===== src/rtl/pipe_hazard_ctrl.sv =====
// rtl/pipe_hazard_ctrl.sv - 4-stage pipeline sequencer: RAW stalls, branch flush, stall counter.
// Optional operand forwarding is enabled by defining PIPE_HAZARD_FWD_EN.
module pipe_hazard_ctrl #(
  parameter int REG_AW = 5,
  parameter int CNT_W  = 16
) (
  input  logic              CLK,
  input  logic              RESET_N,
  input  logic              DOF_VALID,
  input  logic [REG_AW-1:0] AA,
  input  logic [REG_AW-1:0] BA,
  input  logic              MA,
  input  logic              MB,
  input  logic              RW,
  input  logic [REG_AW-1:0] DA,
  input  logic [1:0]        MD,
  input  logic [1:0]        BS,
  input  logic              PS,
  input  logic              Z_EX,
  output logic              STALL,
  output logic              BUBBLE,
  output logic              FLUSH,
  output logic [1:0]        PC_SEL,
  output logic [1:0]        FWD_A,
  output logic [1:0]        FWD_B,
  output logic [CNT_W-1:0]  STALL_CNT
);

  typedef enum logic [1:0] {S_IDLE, S_RUN, S_STALL, S_FLUSH} state_t;

  state_t            state_q;
  logic              ex_rw_q;
  logic [REG_AW-1:0] ex_da_q;
  logic [1:0]        ex_md_q;
  logic [1:0]        ex_bs_q;
  logic              ex_ps_q;
  logic              wb_rw_q;
  logic [REG_AW-1:0] wb_da_q;
  logic [CNT_W-1:0]  cnt_q;
  logic [CNT_W-1:0]  cnt_d;

  logic active;
  logic use_a, use_b;
  logic a_ex, a_wb, b_ex, b_wb;
  logic taken;
  logic hazard;
  logic stall_c, flush_c;
  logic load_ex;
  logic [1:0] fwd_a_c, fwd_b_c;

  assign active = (state_q != S_IDLE);

  // R0 and non-register operands never create a dependence
  assign use_a = !MA && (AA != '0);
  assign use_b = !MB && (BA != '0);
  assign a_ex  = use_a && ex_rw_q && (ex_da_q == AA);
  assign a_wb  = use_a && wb_rw_q && (wb_da_q == AA);
  assign b_ex  = use_b && ex_rw_q && (ex_da_q == BA);
  assign b_wb  = use_b && wb_rw_q && (wb_da_q == BA);

  always_comb begin
    taken = 1'b0;
    case (ex_bs_q)
      2'b01:   taken = Z_EX ^ ex_ps_q;
      2'b10:   taken = 1'b1;
      2'b11:   taken = 1'b1;
      default: taken = 1'b0;
    endcase
  end

`ifdef PIPE_HAZARD_FWD_EN
  assign hazard  = DOF_VALID && (ex_md_q == 2'b01) && (a_ex || b_ex);
  assign fwd_a_c = a_ex ? 2'b01 : (a_wb ? 2'b10 : 2'b00);
  assign fwd_b_c = b_ex ? 2'b01 : (b_wb ? 2'b10 : 2'b00);
`else
  logic unused_md;
  assign unused_md = ^ex_md_q;
  assign hazard    = DOF_VALID && (a_ex || a_wb || b_ex || b_wb);
  assign fwd_a_c   = 2'b00;
  assign fwd_b_c   = 2'b00;
`endif

  // A taken branch squashes the hazarding instruction, so it wins
  assign flush_c = active && taken;
  assign stall_c = active && hazard && !taken;
  assign load_ex = active && !stall_c && !flush_c && DOF_VALID;
  assign cnt_d   = (stall_c && (cnt_q != '1)) ? cnt_q + CNT_W'(1) : cnt_q;

  assign STALL     = stall_c;
  assign BUBBLE    = stall_c;
  assign FLUSH     = flush_c;
  assign PC_SEL    = flush_c ? ex_bs_q : 2'b00;
  assign FWD_A     = active ? fwd_a_c : 2'b00;
  assign FWD_B     = active ? fwd_b_c : 2'b00;
  assign STALL_CNT = cnt_q;

  always_ff @(posedge CLK or negedge RESET_N) begin
    if (!RESET_N) begin
      state_q <= S_IDLE;
      ex_rw_q <= 1'b0;
      ex_da_q <= '0;
      ex_md_q <= 2'b00;
      ex_bs_q <= 2'b00;
      ex_ps_q <= 1'b0;
      wb_rw_q <= 1'b0;
      wb_da_q <= '0;
      cnt_q   <= '0;
    end else begin
      wb_rw_q <= ex_rw_q;
      wb_da_q <= ex_da_q;
      cnt_q   <= cnt_d;
      if (load_ex) begin
        ex_rw_q <= RW;
        ex_da_q <= DA;
        ex_md_q <= MD;
        ex_bs_q <= BS;
        ex_ps_q <= PS;
      end else begin
        ex_rw_q <= 1'b0;
        ex_da_q <= '0;
        ex_md_q <= 2'b00;
        ex_bs_q <= 2'b00;
        ex_ps_q <= 1'b0;
      end
      if (!active)      state_q <= S_RUN;
      else if (flush_c) state_q <= S_FLUSH;
      else if (stall_c) state_q <= S_STALL;
      else              state_q <= S_RUN;
    end
  end

endmodule


===== config.mk =====
export PLATFORM = sky130hd
export DESIGN_NAME = pipe_hazard_ctrl
export DESIGN_NICKNAME = d
export VERILOG_FILES = /design/src/rtl/pipe_hazard_ctrl.sv
export SDC_FILE = /design/constraint.sdc
export NUM_CORES = 1
export LEC_CHECK = 0
export ABC_AREA = 1
export CAP_MARGIN = 40
export CORE_ASPECT_RATIO = 2
export CORE_MARGIN = 3
export CORE_UTILIZATION = 37
export DETAILED_ROUTE_END_ITERATION = 16
export DONT_BUFFER_PORTS = 1
export PLACE_DENSITY = 0.6
export SYNTH_ARGS = -nofsm -noshare
export SYNTH_HDL_FRONTEND = slang
export SYNTH_SLANG_ARGS = --single-unit

===== constraint.sdc =====
create_clock -name CLK -period 2.69 [get_ports CLK]
set_input_delay 0.6725 -clock CLK [delete_from_list [all_inputs] [get_ports CLK]]
set_output_delay 0.6725 -clock CLK [all_outputs]
set_load 0.05 [all_outputs]

==> flow_metrics.env, run 1 <==
export IMPL_outcome="completed"
export IMPL_layout_drive_gt1_share_pct=17.4
export IMPL_first_pass_grt_wire_length_um=8370
export IMPL_rr_startpoint="STALL_CNT[12]$_DFFE_PN0P_"
export IMPL_critical_path_max_fanout=3
export IMPL_total_wire_length_after_detailed_routing_um=5300
export IMPL_irDropWorstVdd_uv=381
export IMPL_worst_setup_path_type="reg -> out"
export IMPL_synth_ff_type="dfrtp_1"
export IMPL_worst_r2r_cell_count=6
export IMPL_synth_area_per_cell_um2=7.15
export IMPL_cp_startpoint="ex_da_q[2]$_DFF_PN0_"
export IMPL_share_clk_of_total_power_pct=33.6
export IMPL_numCtsBuffers=5
export IMPL_cap_viol_max_count=0
export IMPL_antenna_diode_count=0
export IMPL_detail_route_drc_violations=0
export IMPL_library_cell_appearing_most_often_on_the_critical_path="nand2_1"
export IMPL_numClockSinks=33
export IMPL_arrival_ns=1.72
export IMPL_via_per_inst=4.86
export IMPL_detail_route_first_pass_iterations=4
export IMPL_gp_routability_congestion=0.833
export IMPL_cp_buffers_inverters=3
export IMPL_report_final_slew_viol_count=0
export IMPL_finalCritPeriodShare_pct=89.0
export IMPL_async_reset_ff_share_pct=100
export IMPL_power_switching_fraction_pct=30.9
export IMPL_ys_top_cells_by_area="dfrtp_1, nand2_1, inv_1, nor2_1, nand4_1"
export IMPL_unrepaired_setup_endpoints_after_global_routing="no"
export IMPL_global_route_overflow_total=0
export IMPL_reg2reg_to="STALL_CNT[1]$_DFFE_PN0P_"
export IMPL_timing_critical_path_slowest_stage_cell="dfrtp_1"
export IMPL_floorplan_row_count=38
export IMPL_areaGrowthSynthToFinish_pct=12.3
export IMPL_cts_hold_buf=0
export IMPL_grt_start_max_net_pins=34
export IMPL_slowest_delay_ns=0.36
export IMPL_post_synth_top_area_fraction_pct=38.9
export IMPL_category_of_the_worst_setup_path_capture_point="output port"
export IMPL_switching_power_mw=0.334
export IMPL_drt_first_iter_violations=56
export IMPL_reg2reg_slack_ns=0.78
export IMPL_detailed_place_hpwl_um=4070
export IMPL_synthesis_area_mm2=0.00212
export IMPL_cp_cell_sequence="inv_1 > o21ai_0 > nor2_1 > nand3_1 > nand2_1 > nand2_1 > nand2_4 > nand2_1 > clkinvlp_4 > buf_12"
export IMPL_synth_seq_area_share_pct=38.9
export IMPL_antenna_found_initial=0
export IMPL_worst_hold_path_type="in -> async"
export IMPL_critPathRequiredTime_ns=2.02
export IMPL_port_buffers=0
export IMPL_global_route_usage_total_pct=16.7
export IMPL_critical_path_cell_count=10
export IMPL_route_detailed_wl_per_inst_um=14.1
export IMPL_x_dimension_of_the_die_um=59.6
export IMPL_yosysWarnings=0
export IMPL_fmax_ghz=0.418
export IMPL_clk_root_buffer_cell="clkbuf_8"
export IMPL_setup_total_negative_slack_ns=0
export IMPL_grt_pass1_vias=1849
export IMPL_final_min_clock_period_ns=2.39
export IMPL_holdWs_ns=0.0731
export IMPL_cts_max_path_buffers=2
export IMPL_routed_via_count=1832
export IMPL_cts_reportedPaths_clkPinSlew_ns=0.07
export IMPL_transition_time_of_the_tightest_slew_check_pin_ns=0.582
export IMPL_ys_ff_latch=33
export IMPL_synth_edf_count=0
export IMPL_synthesis_instances=297
export IMPL_postRouteAntennaNets=0
export IMPL_floorplan_die_height_um=113
export IMPL_worstSetupEndpoint="STALL"
export IMPL_timing_final_hold_violations=0
export IMPL_finalNetCount=344
export IMPL_post_synth_num_cell_types=24
export IMPL_pwr_share_comb_pct=16.9
export IMPL_p_leak_nw=1.27
export IMPL_finalSetupViolCount=0
export IMPL_clock_insertion_delay_worst_skew_ns=0.29
export IMPL_most_common_cell_in_the_synthesized_netlist="nand2_1"
export IMPL_synth_common_cells="nand2_1, inv_1, nor2_1"
export IMPL_p_int_mw=0.749
export IMPL_crit_family="simple AND/OR/NAND/NOR gates"
export IMPL_post_cts_repair_setup_buffers=0
export IMPL_slew_limit_headroom_pct=61.2
export IMPL_fp_coreArea_mm2=0.00547
export IMPL_start_util_pct=38.8
export IMPL_cts_tree="yes"
export IMPL_ios=52
export IMPL_die_area_mm2=0.00674
export IMPL_power_density_mw_per_mm2=455
export IMPL_timing_clock_skew_ns=0.00478
export IMPL_p_seq_share_pct=49.5
export IMPL_cts_repair_resized=0
export IMPL_element_type_at_the_critical_path_start="register"
export IMPL_cts_htree_levels=2
export IMPL_post_synth_top_area_cell="dfrtp_1"
[flip-flops by register name, indices dropped and copies added, names as in the netlist]
register   cells
ex_rw_q        1
wb_rw_q        1
state_q        2
wb_da_q        5
STALL_CNT     16
ex_bs_q        2
ex_da_q        5
ex_ps_q        1
[cells in the final DEF (no fill, tap or decap), drive strengths merged]
cell	Yosys	layout
clkbuf	0	6
inv	45	44
ha	1	1
o21ai	2	2
o21bai	2	2
conb	1	4
clkinv	0	2
buf	9	18
xor2	9	9
nor3	4	4
nand4	17	17
dfrtp	33	33
nand2	113	113
nand3	17	17
nor2	39	39
clkinvlp	0	1
xnor2	5	5
[metal layers]
metal  global-route usage [%]  up-vias  wire (um)  share of wire (%)
li1                         -      931          -                  -
met1                     14.9      838       1750                 33
met2                     31.1       50       3040                 57
met3                     5.48       13        353                6.7
met4                     8.73        0        162                3.1
met5                        0        -          0                  0
[stage by stage]
step                      power, mW  area (um2)  cells  util [%]  worst slack [ns]
after detailed placement      0.731        2300    369      42.1             0.313
final                          1.08        2380    377      43.6             0.296
after global routing           1.14        2380    377      43.6            0.0542
after CTS                      1.10        2380    377      43.6             0.245
after global placement        0.728        2300    369      42.1             0.303
after floorplan               0.687        2140    300         -            0.0250
[worst min path at each step]
| stage | slack, ns | start | end |
|---|---|---|---|
| after floorplan | 0.37 | ex_da_q[0]$_DFF_PN0_ | wb_da_q[0]$_DFF_PN0_ |
| after global placement | 0.38 | RESET_N | STALL_CNT[14]$_DFFE_PN0P_ |
| after detailed placement | 0.38 | RESET_N | STALL_CNT[10]$_DFFE_PN0P_ |
| after CTS | 0.06 | RESET_N | ex_bs_q[1]$_DFF_PN0_ |
| after global routing | 0.05 | RESET_N | state_q[0]$_DFF_PN0_ |
| final | 0.07 | RESET_N | state_q[0]$_DFF_PN0_ |
[power groups by stage]
stage | registers (mW) | clock network (mW) | logic (mW)
finish | 0.536 | 0.364 | 0.183
floorplan | 0.571 | 0 | 0.115
global route | 0.538 | 0.400 | 0.201
CTS | 0.536 | 0.383 | 0.185
global placement | 0.544 | 0 | 0.184
detailed placement | 0.546 | 0 | 0.185
[cell families (layout without fill, tap and decap cells)]
logic type | after synthesis | count (layout) | share of synthesized area [%]
simple gates | 190 | 190 | 42.0
buf+inv | 54 | 71 | 11.4
flops | 33 | 33 | 38.9
xor+xnor | 14 | 14 | 5.78
compound gates | 4 | 4 | 1.18
fa+ha+maj | 1 | 1 | 0.589
other cells | 1 | 4 | 0.177
[layout make-up]
cell class | instances | area (um2)
well taps | 60 | 75.1
repair buffers | 18 | 160
clock inverters | 2 | 10.0
inverters | 45 | 173
flip-flops and latches | 33 | 826
fillers | 559 | 3080
clock buffers | 6 | 72.6
multi-input cells | 213 | 1070
Power figures use the tool's default switching activity.
==> run 2: changes to the inputs <==
--- a/config.mk
+++ b/config.mk
@@ -9,10 +9,10 @@
 export CAP_MARGIN = 40
 export CORE_ASPECT_RATIO = 2
 export CORE_MARGIN = 3
-export CORE_UTILIZATION = 37
+export CORE_UTILIZATION = 40
 export DETAILED_ROUTE_END_ITERATION = 16
 export DONT_BUFFER_PORTS = 1
-export PLACE_DENSITY = 0.6
+export PLACE_DENSITY = 0.63
 export SYNTH_ARGS = -nofsm -noshare
 export SYNTH_HDL_FRONTEND = slang
 export SYNTH_SLANG_ARGS = --single-unit
==> flow_metrics.env, run 2 (synthesis gave the netlist of run 1 again) <==
export IMPL_routed_via_count=1841
export IMPL_port_buffers=0
export IMPL_slew_limit_headroom_pct=60.5
export IMPL_detail_route_first_pass_iterations=4
export IMPL_clk_root_buffer_cell="clkbuf_8"
export IMPL_floorplan_row_count=36
export IMPL_post_cts_repair_setup_buffers=0
export IMPL_cts_reportedPaths_clkPinSlew_ns=0.07
export IMPL_die_area_mm2=0.00627
export IMPL_route_detailed_wl_per_inst_um=13.5
export IMPL_global_route_overflow_total=0
export IMPL_switching_power_mw=0.318
export IMPL_finalCritPeriodShare_pct=87.1
export IMPL_cap_viol_max_count=0
export IMPL_cts_max_path_buffers=2
export IMPL_global_route_usage_total_pct=17.2
export IMPL_timing_clock_skew_ns=0.00852
export IMPL_power_density_mw_per_mm2=460
export IMPL_outcome="completed"
export IMPL_layout_drive_gt1_share_pct=17.1
export IMPL_leading_cell_type_in_the_layout_fill_and_taps_excluded="nand2_1"
export IMPL_arrival_ns=1.67
export IMPL_clock_insertion_delay_worst_skew_ns=0.28
export IMPL_ios=52
export IMPL_postRouteAntennaNets=0
export IMPL_critPathRequiredTime_ns=2.02
export IMPL_finalNetCount=344
export IMPL_numCtsBuffers=5
export IMPL_p_int_mw=0.772
export IMPL_rr_startpoint="STALL_CNT[0]$_DFFE_PN0P_"
export IMPL_preCtsSetupSlack_ns=0.376
export IMPL_setup_total_negative_slack_ns=0
export IMPL_via_per_inst=4.94
export IMPL_critical_path_max_fanout=4
export IMPL_antenna_diode_count=0
export IMPL_worst_setup_path_type="reg -> out"
export IMPL_p_leak_nw=1.27
export IMPL_detailed_place_hpwl_um=3860
export IMPL_total_wire_length_after_detailed_routing_um=5050
export IMPL_dp_cells=366
export IMPL_element_type_at_the_critical_path_start="register"
export IMPL_setup_ws_ns=0.347
export IMPL_layout_cells_most_common_list="nand2_1, inv_1, nor2_1"
export IMPL_numClockSinks=33
export IMPL_transition_time_of_the_tightest_slew_check_pin_ns=0.592
export IMPL_largest_register_ffs=16
export IMPL_cts_htree_levels=2
export IMPL_power_switching_fraction_pct=29.2
export IMPL_irDropWorstVdd_uv=305
export IMPL_first_pass_grt_wire_length_um=8110
export IMPL_cts_tree="yes"
export IMPL_fin_cells=373
export IMPL_detail_route_drc_violations=0
export IMPL_grt_pass1_vias=1801
export IMPL_final_min_clock_period_ns=2.34
export IMPL_report_final_slew_viol_count=0
export IMPL_areaGrowthSynthToFinish_pct=11.7
export IMPL_share_clk_of_total_power_pct=34.5
export IMPL_floorplan_die_height_um=109
export IMPL_start_util_pct=42.5
export IMPL_fp_coreArea_mm2=0.00500
export IMPL_antenna_found_initial=0
export IMPL_category_of_the_worst_setup_path_capture_point="output port"
export IMPL_p_seq_share_pct=49.0
export IMPL_x_dimension_of_the_die_um=57.5
export IMPL_holdWs_ns=0.0796
export IMPL_cts_hold_buf=0
export IMPL_finalSetupViolCount=0
export IMPL_cts_repair_resized=0
export IMPL_unrepaired_setup_endpoints_after_global_routing="no"
export IMPL_gp_routability_congestion=0.880
export IMPL_pwr_share_comb_pct=16.5
export IMPL_cp_startpoint="ex_da_q[3]$_DFF_PN0_"
export IMPL_grt_start_max_net_pins=34
export IMPL_drt_first_iter_violations=68
export IMPL_timing_final_hold_violations=0
export IMPL_report_power_total_mw=1.09
export IMPL_fmax_ghz=0.427
export IMPL_worst_hold_path_type="in -> async"
run 2: metrics by stage:
stage	instance area [um2]	utilization, %
after floorplan	2140	-
after global placement	2280	45.7
after detailed placement	2280	45.7
after CTS	2370	47.4
after global routing	2370	47.4
final	2370	47.4
run 2: critical path, stage by stage (launching register included):
cell and delay, ns:
dfrtp_1 0.41, inv_1 0.08, nand2_1 0.05, o21ai_0 0.09, nor2_1 0.06, nand3_1 0.07, nand2_1 0.05, nand2_1 0.12
nand2_4 0.06, nand2_1 0.12, clkinvlp_4 0.11, buf_12 0.17
run 2: final cells by class:
| cell class | instances | area [um2] |
|---|---|---|
| fillers | 525 | 2630 |
| multi-input cells | 213 | 1070 |
| flip-flops and latches | 33 | 826 |
| inverters | 45 | 173 |
| repair buffers | 18 | 148 |
| clock buffers | 7 | 86.3 |
| well taps | 57 | 71.3 |
run 2: per-layer routing:
layer / part of all wire, % / global-route usage [%] / wire length, um / vias up
met2: 58 / 34.0 / 2960 / 43
li1: - / - / - / 936
met5: 0 / 0 / 0 / -
met1: 34 / 15.7 / 1710 / 849
met4: 2.9 / 8.62 / 145 / 0
met3: 4.9 / 3.44 / 247 / 13
run 2: worst paths after layout:
path / to / slack [ns] / depth (start not counted)
setup / recovery: BUBBLE / 0.35 / 11
hold / removal: STALL_CNT[13]$_DFFE_PN0P_ / 0.08 / 0
setup reg to reg: STALL_CNT[4]$_DFFE_PN0P_ / 0.74 / 10
hold reg to reg: wb_da_q[0]$_DFF_PN0_ / 0.40 / 0
max in group asynchronous: STALL_CNT[5]$_DFFE_PN0P_ / 2.52 / 0
min in group CLK: wb_da_q[0]$_DFF_PN0_ / 0.40 / 0
run 2: power groups by stage:
| stage | Sequential [mW] | Combinational, mW | Clock, mW |
|---|---|---|---|
| 4_1_cts | 0.534 | 0.183 | 0.389 |
| 5_1_grt | 0.537 | 0.201 | 0.409 |
| 6_report | 0.534 | 0.180 | 0.376 |
| 3_3_place_gp | 0.543 | 0.180 | 0 |
| 3_5_place_dp | 0.544 | 0.182 | 0 |
| 2_1_floorplan | 0.571 | 0.115 | 0 |
==> run 3: changes to the inputs <==
--- a/config.mk
+++ b/config.mk
@@ -12,7 +12,6 @@
 export CORE_UTILIZATION = 40
 export DETAILED_ROUTE_END_ITERATION = 16
 export DONT_BUFFER_PORTS = 1
-export PLACE_DENSITY = 0.63
 export SYNTH_ARGS = -nofsm -noshare
 export SYNTH_HDL_FRONTEND = slang
 export SYNTH_SLANG_ARGS = --single-unit
==> flow_metrics.env, run 3 (synthesis gave the netlist of run 1 again) <==
export IMPL_power_density_mw_per_mm2=469
export IMPL_finalSetupViolCount=0
export IMPL_p_leak_nw=1.28
export IMPL_critPathRequiredTime_ns=2.02
export IMPL_gp_routability_congestion=0.861
export IMPL_category_of_the_worst_setup_path_capture_point="output port"
export IMPL_numClockSinks=33
export IMPL_final_min_clock_period_ns=2.36
export IMPL_postRouteAntennaNets=0
export IMPL_fp_coreArea_mm2=0.00500
export IMPL_x_dimension_of_the_die_um=57.5
export IMPL_slew_limit_headroom_pct=61.3
export IMPL_timing_clock_skew_ns=0.00848
export IMPL_detailed_place_area_mm2=0.00228
export IMPL_detail_route_first_pass_iterations=4
export IMPL_ff_latch_area_um2=826
export IMPL_numCtsBuffers=5
export IMPL_via_per_inst=4.84
export IMPL_n_fill_cell=514
export IMPL_cap_viol_max_count=0
export IMPL_irDropWorstVdd_uv=371
export IMPL_finalCritPeriodShare_pct=87.7
export IMPL_largest_register_ffs=16
export IMPL_dp_cells=366
export IMPL_finalCoreUtilization_pct=47.7
export IMPL_setup_total_negative_slack_ns=0
export IMPL_floorplan_die_height_um=109
export IMPL_route_detailed_wl_per_inst_um=13.5
export IMPL_global_route_overflow_total=0
export IMPL_cts_repair_resized=0
export IMPL_library_cell_appearing_most_often_on_the_critical_path="nand2_1"
export IMPL_fmax_ghz=0.424
export IMPL_arrival_ns=1.69
export IMPL_clk_root_buffer_cell="clkbuf_8"
export IMPL_multiInputGateArea_mm2=0.00107
export IMPL_drt_first_iter_violations=71
export IMPL_timing_critical_path_slowest_stage_cell="dfrtp_1"
export IMPL_report_final_slew_viol_count=0
export IMPL_layout_cells_most_common_list="nand2_1, inv_1, nor2_1"
export IMPL_cts_tree="yes"
export IMPL_port_buffers=0
export IMPL_outcome="completed"
export IMPL_areaGrowthSynthToFinish_pct=12.4
export IMPL_antenna_diode_count=0
export IMPL_transition_time_of_the_tightest_slew_check_pin_ns=0.580
export IMPL_timing_final_hold_violations=0
export IMPL_total_wire_length_after_detailed_routing_um=5040
export IMPL_worst_hold_path_type="in -> async"
export IMPL_unrepaired_setup_endpoints_after_global_routing="no"
export IMPL_global_route_usage_total_pct=17.2
export IMPL_worst_setup_path_type="reg -> out"
export IMPL_routed_via_count=1812
export IMPL_critical_path_max_fanout=3
export IMPL_ios=52
export IMPL_fin_cells=374
export IMPL_finalNetCount=344
export IMPL_grt_start_max_net_pins=34
export IMPL_slowest_delay_ns=0.37
export IMPL_cp_cell_sequence="inv_1 > o21ai_0 > nor2_1 > nand3_1 > nand2_1 > nand2_1 > nand2_4 > nand2_1 > clkinvlp_4 > buf_12"
export IMPL_start_util_pct=42.5
export IMPL_cts_htree_levels=2
export IMPL_cts_hold_buf=0
export IMPL_layout_drive_gt1_share_pct=17.7
export IMPL_cts_max_path_buffers=2
export IMPL_leading_cell_type_in_the_layout_fill_and_taps_excluded="nand2_1"
export IMPL_antenna_found_initial=0
export IMPL_floorplan_row_count=36
export IMPL_first_pass_grt_wire_length_um=8300
export IMPL_detailed_place_hpwl_um=3850
export IMPL_cts_reportedPaths_clkPinSlew_ns=0.07
export IMPL_die_area_mm2=0.00627
export IMPL_detail_route_drc_violations=0
export IMPL_element_type_at_the_critical_path_start="register"
export IMPL_final_design_area_no_fill_mm2=0.00239
export IMPL_clock_insertion_delay_worst_skew_ns=0.28
export IMPL_grt_pass1_vias=1882
export IMPL_post_cts_repair_setup_buffers=0
[run 3: changes by cell type in the layout (fill, tap and decap cells not counted)]
cell / previous run / this run
clkbuf_1: 1 / 0
clkbuf_8: 6 / 7
clkinv_2: 0 / 1
[run 3: worst paths after layout]
check	depth (start not counted)	endpoint	slack, ns	startpoint
worst max-delay path	10	BUBBLE	0.33	ex_da_q[2]$_DFF_PN0_
min in group CLK	0	wb_da_q[0]$_DFF_PN0_	0.40	ex_da_q[0]$_DFF_PN0_
worst min register to register	0	wb_da_q[0]$_DFF_PN0_	0.40	ex_da_q[0]$_DFF_PN0_
max in group asynchronous	0	ex_da_q[4]$_DFF_PN0_	2.52	RESET_N
worst max register to register	10	STALL_CNT[1]$_DFFE_PN0P_	0.74	STALL_CNT[1]$_DFFE_PN0P_
worst min-delay path	0	STALL_CNT[11]$_DFFE_PN0P_	0.08	RESET_N
[run 3: cell type report]
| class | count | area share, % |
|---|---|---|
| repair buffers | 18 | 6.19 |
| multi-input cells | 213 | 44.7 |
| inverters | 45 | 7.24 |
| well taps | 57 | 2.99 |
| flip-flops and latches | 33 | 34.6 |
| clock inverters | 1 | 0.210 |
| clock buffers | 7 | 4.04 |
[run 3: through the flow]
step | setup slack (ns) | hold WS [ns] | total power [mW]
after floorplan | 0.0250 | 0.374 | 0.687
after global placement | 0.367 | 0.378 | 0.723
after detailed placement | 0.373 | 0.378 | 0.728
after CTS | 0.305 | 0.0722 | 1.14
after global routing | 0.162 | 0.0684 | 1.18
final | 0.331 | 0.0819 | 1.12
[run 3: critical path: cells and delay by family (launching register included)]
kind	cells	cell delay, ns
simple gates	6	0.48
flops	1	0.37
compound gates	1	0.20
buf+inv	3	0.37
[run 3: routing by layer]
metal	up-vias	routed length [um]	GRT usage [%]
li1	938	-	-
met1	822	1800	16.6
met2	40	2840	33.0
met3	12	242	3.79
met4	0	159	7.96
met5	-	0	0
[run 3: power by group]
| part | internal, mW | switching [mW] | leakage [nW] |
|---|---|---|---|
| logic | 0.0490 | 0.130 | 0.784 |
| registers | 0.520 | 0.0156 | 0.442 |
| clock network | 0.231 | 0.173 | 0.0542 |
